<file path="src/rtl/uart_cmd_decoder_if.sv">
// Byte-stream, register-file and TX FIFO signals of uart_cmd_decoder.
// master = the decoder, slave = RX synchronizer / register file / TX FIFO side.
interface uart_cmd_decoder_if #(
    parameter int DATA_WIDTH = 8,
    parameter int ADDR_WIDTH = 4
);
    logic [DATA_WIDTH-1:0] RX_P_DATA;
    logic                  RX_D_VLD;
    logic [DATA_WIDTH-1:0] RdData;
    logic                  RdData_Valid;
    logic                  FIFO_FULL;
    logic                  WrEn;
    logic                  RdEn;
    logic [ADDR_WIDTH-1:0] Address;
    logic [DATA_WIDTH-1:0] WrData;
    logic [DATA_WIDTH-1:0] TX_P_DATA;
    logic                  TX_D_VLD;
    logic                  FRAME_ERR;

    modport master (
        input  RX_P_DATA, RX_D_VLD, RdData, RdData_Valid, FIFO_FULL,
        output WrEn, RdEn, Address, WrData, TX_P_DATA, TX_D_VLD, FRAME_ERR
    );

    modport slave (
        output RX_P_DATA, RX_D_VLD, RdData, RdData_Valid, FIFO_FULL,
        input  WrEn, RdEn, Address, WrData, TX_P_DATA, TX_D_VLD, FRAME_ERR
    );
endinterface

</file>
<file path="src/rtl/uart_cmd_decoder.sv">
// Parses 0xAA (write) / 0xBB (read) UART command frames into register-file and TX FIFO strobes.
// Optional macro CMD_TIMEOUT_EN aborts frames idle for TIMEOUT_CYCLES cycles.
module uart_cmd_decoder #(
    parameter int DATA_WIDTH     = 8,
    parameter int ADDR_WIDTH     = 4,
    parameter int TIMEOUT_CYCLES = 1024
) (
    input  logic              CLK,
    input  logic              RST,
    uart_cmd_decoder_if.master bus
);
    localparam logic [DATA_WIDTH-1:0] OP_WR = DATA_WIDTH'(8'hAA);
    localparam logic [DATA_WIDTH-1:0] OP_RD = DATA_WIDTH'(8'hBB);

    if (TIMEOUT_CYCLES < 1) begin : g_bad_timeout
        $error("TIMEOUT_CYCLES must be at least 1");
    end

    typedef enum logic [2:0] {
        IDLE,
        WR_ADDR,
        WR_DATA,
        RD_ADDR,
        RD_WAIT,
        TX_SEND
    } state_t;

    state_t                state_q, state_d;
    logic [ADDR_WIDTH-1:0] addr_q, addr_d;
    logic [DATA_WIDTH-1:0] wr_data_q, wr_data_d;
    logic [DATA_WIDTH-1:0] tx_data_q, tx_data_d;
    logic                  wr_en_q, wr_en_d;
    logic                  rd_en_q, rd_en_d;
    logic                  tx_vld_q, tx_vld_d;
    logic                  ferr_q, ferr_d;

`ifdef CMD_TIMEOUT_EN
    localparam int CNT_W = $clog2(TIMEOUT_CYCLES + 1);
    logic [CNT_W-1:0] cnt_q, cnt_d;
`endif

    always_comb begin
        state_d   = state_q;
        addr_d    = addr_q;
        wr_data_d = wr_data_q;
        tx_data_d = tx_data_q;
        wr_en_d   = 1'b0;
        rd_en_d   = 1'b0;
        tx_vld_d  = 1'b0;
        ferr_d    = 1'b0;

        case (state_q)
            IDLE: begin
                if (bus.RX_D_VLD) begin
                    if (bus.RX_P_DATA == OP_WR)      state_d = WR_ADDR;
                    else if (bus.RX_P_DATA == OP_RD) state_d = RD_ADDR;
                    else                             ferr_d  = 1'b1;
                end
            end
            WR_ADDR: begin
                if (bus.RX_D_VLD) begin
                    addr_d  = bus.RX_P_DATA[ADDR_WIDTH-1:0];
                    state_d = WR_DATA;
                end
            end
            WR_DATA: begin
                if (bus.RX_D_VLD) begin
                    wr_data_d = bus.RX_P_DATA;
                    wr_en_d   = 1'b1;
                    state_d   = IDLE;
                end
            end
            RD_ADDR: begin
                if (bus.RX_D_VLD) begin
                    addr_d  = bus.RX_P_DATA[ADDR_WIDTH-1:0];
                    rd_en_d = 1'b1;
                    state_d = RD_WAIT;
                end
            end
            RD_WAIT: begin
                ferr_d = bus.RX_D_VLD;
                if (bus.RdData_Valid) begin
                    tx_data_d = bus.RdData;
                    state_d   = TX_SEND;
                end
            end
            TX_SEND: begin
                // An overrun byte still pulses FRAME_ERR even on the cycle the TX strobe goes out.
                ferr_d = bus.RX_D_VLD;
                if (!bus.FIFO_FULL) begin
                    tx_vld_d = 1'b1;
                    state_d  = IDLE;
                end
            end
            default: state_d = IDLE;
        endcase

`ifdef CMD_TIMEOUT_EN
        // Byte-consuming states always change state, so "no state change" means no accepted byte.
        cnt_d = '0;
        if ((state_q == WR_ADDR || state_q == WR_DATA || state_q == RD_ADDR ||
             state_q == RD_WAIT) && state_d == state_q) begin
            if (cnt_q == CNT_W'(TIMEOUT_CYCLES - 1)) begin
                state_d = IDLE;
                ferr_d  = 1'b1;
            end else begin
                cnt_d = cnt_q + 1'b1;
            end
        end
`endif
    end

    always_ff @(posedge CLK or posedge RST) begin
        if (RST) begin
            state_q   <= IDLE;
            addr_q    <= '0;
            wr_data_q <= '0;
            tx_data_q <= '0;
            wr_en_q   <= 1'b0;
            rd_en_q   <= 1'b0;
            tx_vld_q  <= 1'b0;
            ferr_q    <= 1'b0;
`ifdef CMD_TIMEOUT_EN
            cnt_q     <= '0;
`endif
        end else begin
            state_q   <= state_d;
            addr_q    <= addr_d;
            wr_data_q <= wr_data_d;
            tx_data_q <= tx_data_d;
            wr_en_q   <= wr_en_d;
            rd_en_q   <= rd_en_d;
            tx_vld_q  <= tx_vld_d;
            ferr_q    <= ferr_d;
`ifdef CMD_TIMEOUT_EN
            cnt_q     <= cnt_d;
`endif
        end
    end

    assign bus.WrEn      = wr_en_q;
    assign bus.RdEn      = rd_en_q;
    assign bus.Address   = addr_q;
    assign bus.WrData    = wr_data_q;
    assign bus.TX_P_DATA = tx_data_q;
    assign bus.TX_D_VLD  = tx_vld_q;
    assign bus.FRAME_ERR = ferr_q;
endmodule

</file>
<file path="src/flat_wrapper.sv">
// flat-port wrapper written by rule: the top's interface ports become plain ports
module uart_cmd_decoder_flat 
#(
    parameter int DATA_WIDTH     = 8,
    parameter int ADDR_WIDTH     = 4,
    parameter int TIMEOUT_CYCLES = 1024
)
  (CLK, RST, bus_RX_P_DATA, bus_RX_D_VLD, bus_RdData, bus_RdData_Valid, bus_FIFO_FULL, bus_WrEn, bus_RdEn, bus_Address, bus_WrData, bus_TX_P_DATA, bus_TX_D_VLD, bus_FRAME_ERR);
  uart_cmd_decoder_if #(.DATA_WIDTH(DATA_WIDTH), .ADDR_WIDTH(ADDR_WIDTH)) bus_i ();
  input  logic CLK;
  input  logic RST;
  input wire logic [$bits(bus_i.RX_P_DATA)-1:0] bus_RX_P_DATA;
  input wire logic [$bits(bus_i.RX_D_VLD)-1:0] bus_RX_D_VLD;
  input wire logic [$bits(bus_i.RdData)-1:0] bus_RdData;
  input wire logic [$bits(bus_i.RdData_Valid)-1:0] bus_RdData_Valid;
  input wire logic [$bits(bus_i.FIFO_FULL)-1:0] bus_FIFO_FULL;
  output wire logic [$bits(bus_i.WrEn)-1:0] bus_WrEn;
  output wire logic [$bits(bus_i.RdEn)-1:0] bus_RdEn;
  output wire logic [$bits(bus_i.Address)-1:0] bus_Address;
  output wire logic [$bits(bus_i.WrData)-1:0] bus_WrData;
  output wire logic [$bits(bus_i.TX_P_DATA)-1:0] bus_TX_P_DATA;
  output wire logic [$bits(bus_i.TX_D_VLD)-1:0] bus_TX_D_VLD;
  output wire logic [$bits(bus_i.FRAME_ERR)-1:0] bus_FRAME_ERR;
  assign bus_i.RX_P_DATA = bus_RX_P_DATA;
  assign bus_i.RX_D_VLD = bus_RX_D_VLD;
  assign bus_i.RdData = bus_RdData;
  assign bus_i.RdData_Valid = bus_RdData_Valid;
  assign bus_i.FIFO_FULL = bus_FIFO_FULL;
  assign bus_WrEn = bus_i.WrEn;
  assign bus_RdEn = bus_i.RdEn;
  assign bus_Address = bus_i.Address;
  assign bus_WrData = bus_i.WrData;
  assign bus_TX_P_DATA = bus_i.TX_P_DATA;
  assign bus_TX_D_VLD = bus_i.TX_D_VLD;
  assign bus_FRAME_ERR = bus_i.FRAME_ERR;
  uart_cmd_decoder #(.DATA_WIDTH(DATA_WIDTH), .ADDR_WIDTH(ADDR_WIDTH), .TIMEOUT_CYCLES(TIMEOUT_CYCLES)) u_core (.CLK(CLK), .RST(RST), .bus(bus_i));
endmodule
</file>
<file path="config.mk">
export PLATFORM = sky130hd
export DESIGN_NAME = uart_cmd_decoder_flat
export DESIGN_NICKNAME = d
export VERILOG_FILES = /design/src/rtl/uart_cmd_decoder_if.sv /design/src/rtl/uart_cmd_decoder.sv /design/src/flat_wrapper.sv
export SDC_FILE = /design/constraint.sdc
export NUM_CORES = 1
export LEC_CHECK = 0
export BUFFER_PORTS_ARGS = -buffer_cell sky130_fd_sc_hd__buf_2
export CORE_MARGIN = 2
export CORE_UTILIZATION = 40
export DETAILED_ROUTE_END_ITERATION = 7
export PLACE_DENSITY = 0.79
export SETUP_SLACK_MARGIN = 0.2
export SLEW_MARGIN = 30
export SYNTH_ARGS = -nofsm -noshare
export SYNTH_HDL_FRONTEND = slang
export SYNTH_SLANG_ARGS = --single-unit
</file>
<file path="constraint.sdc">
create_clock -name CLK -period 1.3 [get_ports CLK]
set_input_delay 0.13 -clock CLK [delete_from_list [all_inputs] [get_ports CLK]]
set_output_delay 0.13 -clock CLK [all_outputs]
set_load 0.01 [all_outputs]
</file>
Yosys cells after proc, flatten, opt, wreduce, memory -nomap -nowiden
Cells that the tools add are included.
Operators by class
  equality and inequality tests: 14
  muxes and demuxes: 18
  reduce and logical (&&, ||, !) cells: 7
Operators with widths (number)
  $mux 3: 8
  $pmux 3 s6: 1
  $eq 8x8->1 const B: 2
  $ne 2x2->1 const B: 6
  $mux 1: 8
  $reduce_and 7->1: 1
  $eq 3x2->1 const B: 2
  $eq 3x3->1 const B: 2
  $reduce_and 2->1: 3
  $reduce_or 2->1: 2
  $eq 3x1->1 const B: 1
  $logic_not 3->1: 1
  $ne 3x1->1 const B: 1
  $pmux 1 s2: 1
Storage, ports and cells
  register bits: 27
  bits of input ports: 21
  output and inout bits: 24
  logic and storage cells: 47

Logic depth before layout (Yosys ltp)
Gate-level depths: netlist of the first run.
  word-level depth: 5
  depth in mapped cells: 4
  mapped depth without buffers: 3

Worst setup path after synthesis of the first run
No wires, ideal clock.
  path type: flip-flop to flip-flop
  start point: register u_core.state_q[2]
  end point: register u_core.wr_data_q[0] (netlist: u_core.bus.WrData[0])
  setup time: 125 ps
  data arrival time: 1324 ps
  data required time: 1175 ps
  setup slack: -149 ps
  cell stages (with the launch flop): 5
  buffers on the path: 1
  period minus slack after synthesis: 1449 ps
  cell sequence: dfrtp_1 > nor2b_1 > nor3b_1 > buf_4 > mux2_2
On the way
  word-level cells in the longest chain between the ends: 2
RTL lines
  start, declared: RTL line uart_cmd_decoder.sv:28  | state_t state_q, state_d;
  start signal, assigned: RTL line uart_cmd_decoder.sv:127  | state_q <= state_d;
  $eq 3x2->1: RTL line uart_cmd_decoder.sv:52  | case (state_q)
  $reduce_and 2->1 (no line)
  end signal, assigned: RTL line uart_cmd_decoder.sv:129  | wr_data_q <= wr_data_d;
  end, declared: RTL line uart_cmd_decoder.sv:30  | logic [DATA_WIDTH-1:0] wr_data_q, wr_data_d;
No other way between the ends.
A chain may end at the register's enable or synchronous reset.

Worst setup path after layout of the first run
  start point: register u_core.state_q[2]
  end point: register u_core.wr_data_q[7] (netlist: u_core.bus.WrData[7])
Same word-level chain as after synthesis.

==> results of run 1 <==
repair_timing:
| action | CTS | global route |
|---|---|---|
| hold endpoints to repair | 28 | 1 |
| hold buffers | 2 | 1 |
| resized for setup | 25 | 2 |
| setup endpoints to repair | 22 | 25 |
| gates cloned | 0 | 0 |
| setup buffers | 5 | 0 |
| pin swaps | 3 | 3 |
final cells by class:
type	count	area share, %
sequential	27	39.7
multi-input combinational	45	32.8
timing repair buffer	61	22.8
tap	31	2.27
clock buffer	3	1.32
inverter	3	0.659
clock inverter	1	0.439
routing by layer:
layer  GRT usage, %  share of wire [%]  up-vias
met5              0                  0        -
met4           7.82                1.7        0
met3           3.00                5.4        6
met2           27.2                 50       33
met1           23.8                 43      423
li1               -                  -      406
layout by cell type (no fill, tap or decap), drive strengths merged, types with 2 or more instances in the layout:
cell type,count
buf,58
dfrtp,27
mux2,20
inv,3
clkbuf,3
dlygate4sd3,3
nor2b,3
nor3b,2
nor2,2
and3,2
or3,2
a31oi,2
o41ai,2
power groups by stage:
| stage | logic [uW] | registers (uW) | clock network (uW) |
|---|---|---|---|
| floorplan | 722 | 1600 | 0 |
| global placement | 1420 | 1430 | 0 |
| detailed placement | 1450 | 1450 | 0 |
| CTS | 1800 | 1450 | 394 |
| global route | 1950 | 1500 | 422 |
| finish | 1830 | 1460 | 379 |
logic make-up after synthesis:
group / after synthesis / synth area share, %
multiplexers: 20 / 20.4
AO/OA/AOI/OAI: 8 / 5.10
AND/OR/NAND/NOR: 16 / 10.3
XOR/XNOR: 1 / 0.794
flip-flops: 27 / 61.2
buffers and inverters: 5 / 2.15
registers in the layout (all words and copies together), names as in the netlist:
signal,cells
u_core.state_q,3
u_core.bus.WrData,8
u_core.bus.FRAME_ERR,1
u_core.bus.TX_P_DATA,8
u_core.bus.RdEn,1
u_core.bus.Address,4
u_core.bus.TX_D_VLD,1
u_core.bus.WrEn,1
stage by stage:
stage          hold WS, ps  TNS (ps)
2_1_floorplan          183     -1210
5_1_grt               1.10     -2330
6_report              14.7     -1230
3_3_place_gp           196      -392
3_5_place_dp           205      -795
4_1_cts             0.0649     -1240
final timing paths:
check                           cells past startpoint  slack [ps]                      end
worst max-delay path                                4         -80     u_core.bus.WrData[7]
worst min-delay path                                2          10  u_core.bus.TX_P_DATA[1]
worst max register to register                      4         -80     u_core.bus.WrData[7]
worst min register to register                      1         530  u_core.bus.TX_P_DATA[0]
max in group asynchronous                           4         660        u_core.state_q[0]
min in group asynchronous                           4         370     u_core.bus.WrData[7]
==> flow_summary.yaml, run 1 <==
pwr:
  swShare_pct: 33.8
  finalPower_uw: 3670
  p_comb_share_pct: 49.9
  p_sw_uw: 1240
  ir_drop_v: 0.00148
  power_density_nw_per_um2: 2150
  power_frac_seq_pct: 39.7
  power_leakage_uw: 0.000873
  internal-power_uw: 2430
  clockPowerShare_pct: 10.3
worst_setup_path:
  r2r-start: "u_core.state_q[2]"
  required_ps: 1540
  cp_cell_sequence: "nor2b_4 -> nor3b_4 -> buf_6 -> mux2_4"
  crit_fanout: 5
  critical_path.top_delay_family: "flip-flops"
  start_kind: "flop"
  cp-startpoint: "u_core.state_q[2]"
  setup.worst_path.end_class: "flop"
  path_class: "flop to flop"
  arrival_ps: 1620
  cp_slowest_cell: "dfrtp_2"
  crit_path_max_incr_delay_ps: 480
  path_buf_inv: 1
floorplanning:
  dieArea_um2: 3200
  die_w_um: 56.5
  dieHeight_um: 56.5
  num_rows: 19
  start_util_pct: 41.1
  core-area_um2: 2690
  ios: 45
yosys:
  yosysMostFrequentCell: "dfrtp_1"
  synth_edf_count: 0
  async_flop_share_pct: 100
  yosys.area.top_type_share_pct: 61.2
  synth_cell_type_count: 23
  ys_seq_area_share_pct: 61.2
  synth_seq_cells: 27
  ys_warn_count: 0
  synthesis.area_um2: 1100
  postSynthAreaPerCell_um2: 14.3
  ys.flop_type: "dfrtp_1"
  syn_inst: 77
  yosysTopAreaCell: "dfrtp_1"
  syn_nets: 98
  synth.top_cells.by_count: "dfrtp_1, mux2_2, inv_1, nor2b_1"
  synth_area_leaders: "dfrtp_1, mux2_2, nor2b_1, nor3b_4, o41ai_1"
timing:
  max_freq_ghz: 0.723
  layout_min_cycle_time_ps: 1380
  setup_viol: 18
  finalWorstSetupSlack_ps: -82.9
  finalCritPeriodShare_pct: 106
  fin_skew_ps: 4.91
  hold_violations: 0
  relSlewSlack_pct: 77.6
  rsz0062_at_grt: "yes"
  slew_viol_final: 0
  tightest_slew_ps: 335
routing:
  drtIter0Drc: 21
  antenna_left: 0
  num_vias: 868
  wl_mm: 2.60
  first_pass_iters: 4
  wire_per_inst_um: 15.2
  vias_per_cell: 5.08
  route.detailed.drc: 0
global_route:
  grt_pass1_vias: 944
  grt_pass1_wl_mm: 4.37
  antenna_found_initial: 0
  grt_usage_pct: 17.5
  overflow: 0
  grt_max_degree: 28
status:
  failed_checks: "setup timing"
  status: "finished, violations left"
place:
  hpwlAfterDp_mm: 1.71
  gp_congestion: 0.819
  place_inst: 159
  dpl_cell_area_um2: 1490
  port_buffers: 44
  post-place-ws_ps: -83.4
clock_tree:
  clk_path_buf_depth: 2
  clock_latency_ps: 330
  htreeDepth: 1
  cts_buffers: 3
  cts_tree: "done"
  cts_sinks: 27
  cts_root_buffer: "clkbuf_4"
  clkTransAtPathRegs_ps: 150
layout:
  final_util_pct: 63.6
  multiInputGateArea_um2: 561
  antenna_cells: 0
  fillerInstances: 210
  final-seq-area_um2: 678
  stdcell_area_um2: 1710
  drive_above_1_share_pct: 66.4
  final_cells: 171
  nets: 162
  area_delta_synth_final_pct: 54.9
flow_run:
  drv_cap: 0
min_path:
  holdCritPathClass: "input port to flop"
  min_from: "bus_RdData[1]"
Power figures use the tool's default switching activity.
==> inputs of run 2 (changes only) <==
--- a/config.mk
+++ b/config.mk
@@ -9,7 +9,7 @@
 export CORE_MARGIN = 2
 export CORE_UTILIZATION = 40
 export DETAILED_ROUTE_END_ITERATION = 7
-export PLACE_DENSITY = 0.79
+export PLACE_DENSITY = 0.76
 export SETUP_SLACK_MARGIN = 0.2
 export SLEW_MARGIN = 30
 export SYNTH_ARGS = -nofsm -noshare
==> constraint.sdc (replaced) <==
create_clock -name CLK -period 1.6 [get_ports CLK]
set_input_delay 0.16 -clock CLK [delete_from_list [all_inputs] [get_ports CLK]]
set_output_delay 0.16 -clock CLK [all_outputs]
set_load 0.01 [all_outputs]
==> run 2 against run 1 <==
  * The flow now finishes without violations
  * Critical endpoint is now u_core.bus.TX_P_DATA[2]
  * Clock power fell by 25%
  * Flip-flop and latch count unchanged
  * Total power shrank 25%
  * Worst setup slack better by 270 ps
  * Wire length fell by 8.7%
  * Utilization fell by 4.5 points
  * Cell area down 7.0%
  * Combinational power down 29%
  * Via count down 2.3%
  * Clock skew rose by 0.79 ps
  * Highest routed layer unchanged
  * Final cell count shrank 3.5%
==> flow_summary.yaml, run 2 (same netlist as run 1, synthesis figures left out) <==
min_path:
  hold_end: "u_core.bus.TX_P_DATA[1]"
  min_from: "bus_RdData[1]"
  holdCritPathClass: "input port to flop"
  min_delay_path_depth: 2
layout:
  area_delta_synth_final_pct: 44.0
  drive_above_1_share_pct: 63.4
  multiInputGateArea_um2: 510
  final_cell_mix: "buf_2, dfrtp_1, mux2_4"
  fillerInstances: 217
  stdcell_area_um2: 1590
  antenna_cells: 0
  final-seq-area_um2: 678
  nets: 156
  layout_commonest_cell: "buf_2"
worst_setup_path:
  path_class: "flop to flop"
  rrSetupSlack_ps: 190
  setup.worst_path.end_class: "flop"
  crit_fanout: 4
  start_kind: "flop"
  arrival_ps: 1620
  required_ps: 1820
  reg2reg_to: "u_core.bus.TX_P_DATA[2]"
  worst_r2r_path_depth: 4
  r2r-start: "u_core.state_q[1]"
timing:
  setup_viol: 0
  finalWorstSetupSlack_ps: 192
  slew_viol_final: 0
  layout_min_cycle_time_ps: 1410
  max_freq_ghz: 0.710
  rsz0062_at_grt: "yes"
  fin_skew_ps: 5.70
  fin_tns_setup_ps: 0
  finalCritPeriodShare_pct: 88.0
  relSlewSlack_pct: 70.8
  hold_violations: 0
  tightest_slew_ps: 438
place:
  post-place-ws_ps: 35.3
  hpwlAfterDp_mm: 1.59
  gp_congestion: 0.762
  port_buffers: 44
  dpl_cell_area_um2: 1380
global_route:
  grt_pass1_vias: 807
  grt_pass1_wl_mm: 3.71
  antenna_found_initial: 0
  overflow: 0
  grt_max_degree: 17
  grt_usage_pct: 14.8
clock_tree:
  cts_tree: "done"
  cts_root_buffer: "clkbuf_4"
  cts_buffers: 3
  clock_latency_ps: 320
  cts_sinks: 27
  htreeDepth: 1
  clkTransAtPathRegs_ps: 130
  clk_path_buf_depth: 2
pwr:
  power_density_nw_per_um2: 1740
  ir_drop_v: 0.00125
  power_leakage_uw: 0.000819
flow_run:
  drv_cap: 0
routing:
  vias_per_cell: 5.14
  drtIter0Drc: 20
  first_pass_iters: 4
  wl_mm: 2.38
  antenna_left: 0
  num_vias: 848
  wire_per_inst_um: 14.4
  route.detailed.drc: 0
status:
  status: "finished clean"
floorplanning:
  core-area_um2: 2690
  die_w_um: 56.5
  dieHeight_um: 56.5
  dieArea_um2: 3200
  ios: 45
  num_rows: 19
  start_util_pct: 41.1
## run 2: layout make-up
| type | count | share of cell area [%] |
|---|---|---|
| repair buffers | 55 | 20.4 |
| well taps | 31 | 2.44 |
| clock buffers | 4 | 1.65 |
| inverters | 3 | 0.709 |
| multi-input cells | 45 | 32.1 |
| flip-flops and latches | 27 | 42.7 |
## run 2: how the worst max path moves through the flow
stage / endpoint / slack, ps / cells after the start / startpoint
floorplan: u_core.bus.TX_P_DATA[0] / 190 / 3 / u_core.state_q[1]
global placement: u_core.bus.TX_P_DATA[5] / 110 / 3 / u_core.state_q[1]
detailed placement: u_core.bus.TX_P_DATA[2] / 40 / 3 / u_core.state_q[1]
CTS: u_core.bus.TX_P_DATA[4] / 190 / 5 / u_core.state_q[2]
global route: u_core.bus.TX_P_DATA[3] / 150 / 5 / u_core.state_q[2]
finish: u_core.bus.TX_P_DATA[2] / 190 / 4 / u_core.state_q[1]
## run 2: stage by stage
step           util, %  total power (uW)  hold slack [ps]  cells
2_1_floorplan        -              1760              213     77
3_3_place_gp      51.5              2120              171    154
3_5_place_dp      51.5              2170              182    154
4_1_cts           56.6              2620             47.4    165
5_1_grt           59.2              2940             28.8    165
6_report          59.2              2760             65.9    165
## run 2: worst max-delay path: stages (launching register included)
cell	delay (ps)
dfrtp_1	450
nand2b_4	170
nor3b_4	220
buf_6	160
mux2_4	300
## run 2: where the power goes
| group | internal, uW | leakage [uW] | total (uW) | switching [uW] |
|---|---|---|---|---|
| combinational | 764 | 0.000474 | 1300 | 533 |
| sequential | 986 | 0.000330 | 1180 | 192 |
| clock | 97.7 | 0.0000150 | 283 | 185 |
| total | 1850 | 0.000819 | 2760 | 911 |
## run 2: what timing repair did
action	CTS	global route
endpoints found under the hold margin	11	0
buffers inserted	6	0
pin swaps	1	1
resized for setup	14	15
endpoints found under the setup margin	16	18
hold buffers	1	0
## run 2: layer usage
layer	vias up	global-route usage (%)	wire (um)
li1	391	-	-
met1	415	18.2	977
met5	-	0	0
met3	4	6.22	193
met4	0	3.74	27
met2	38	24.1	1180
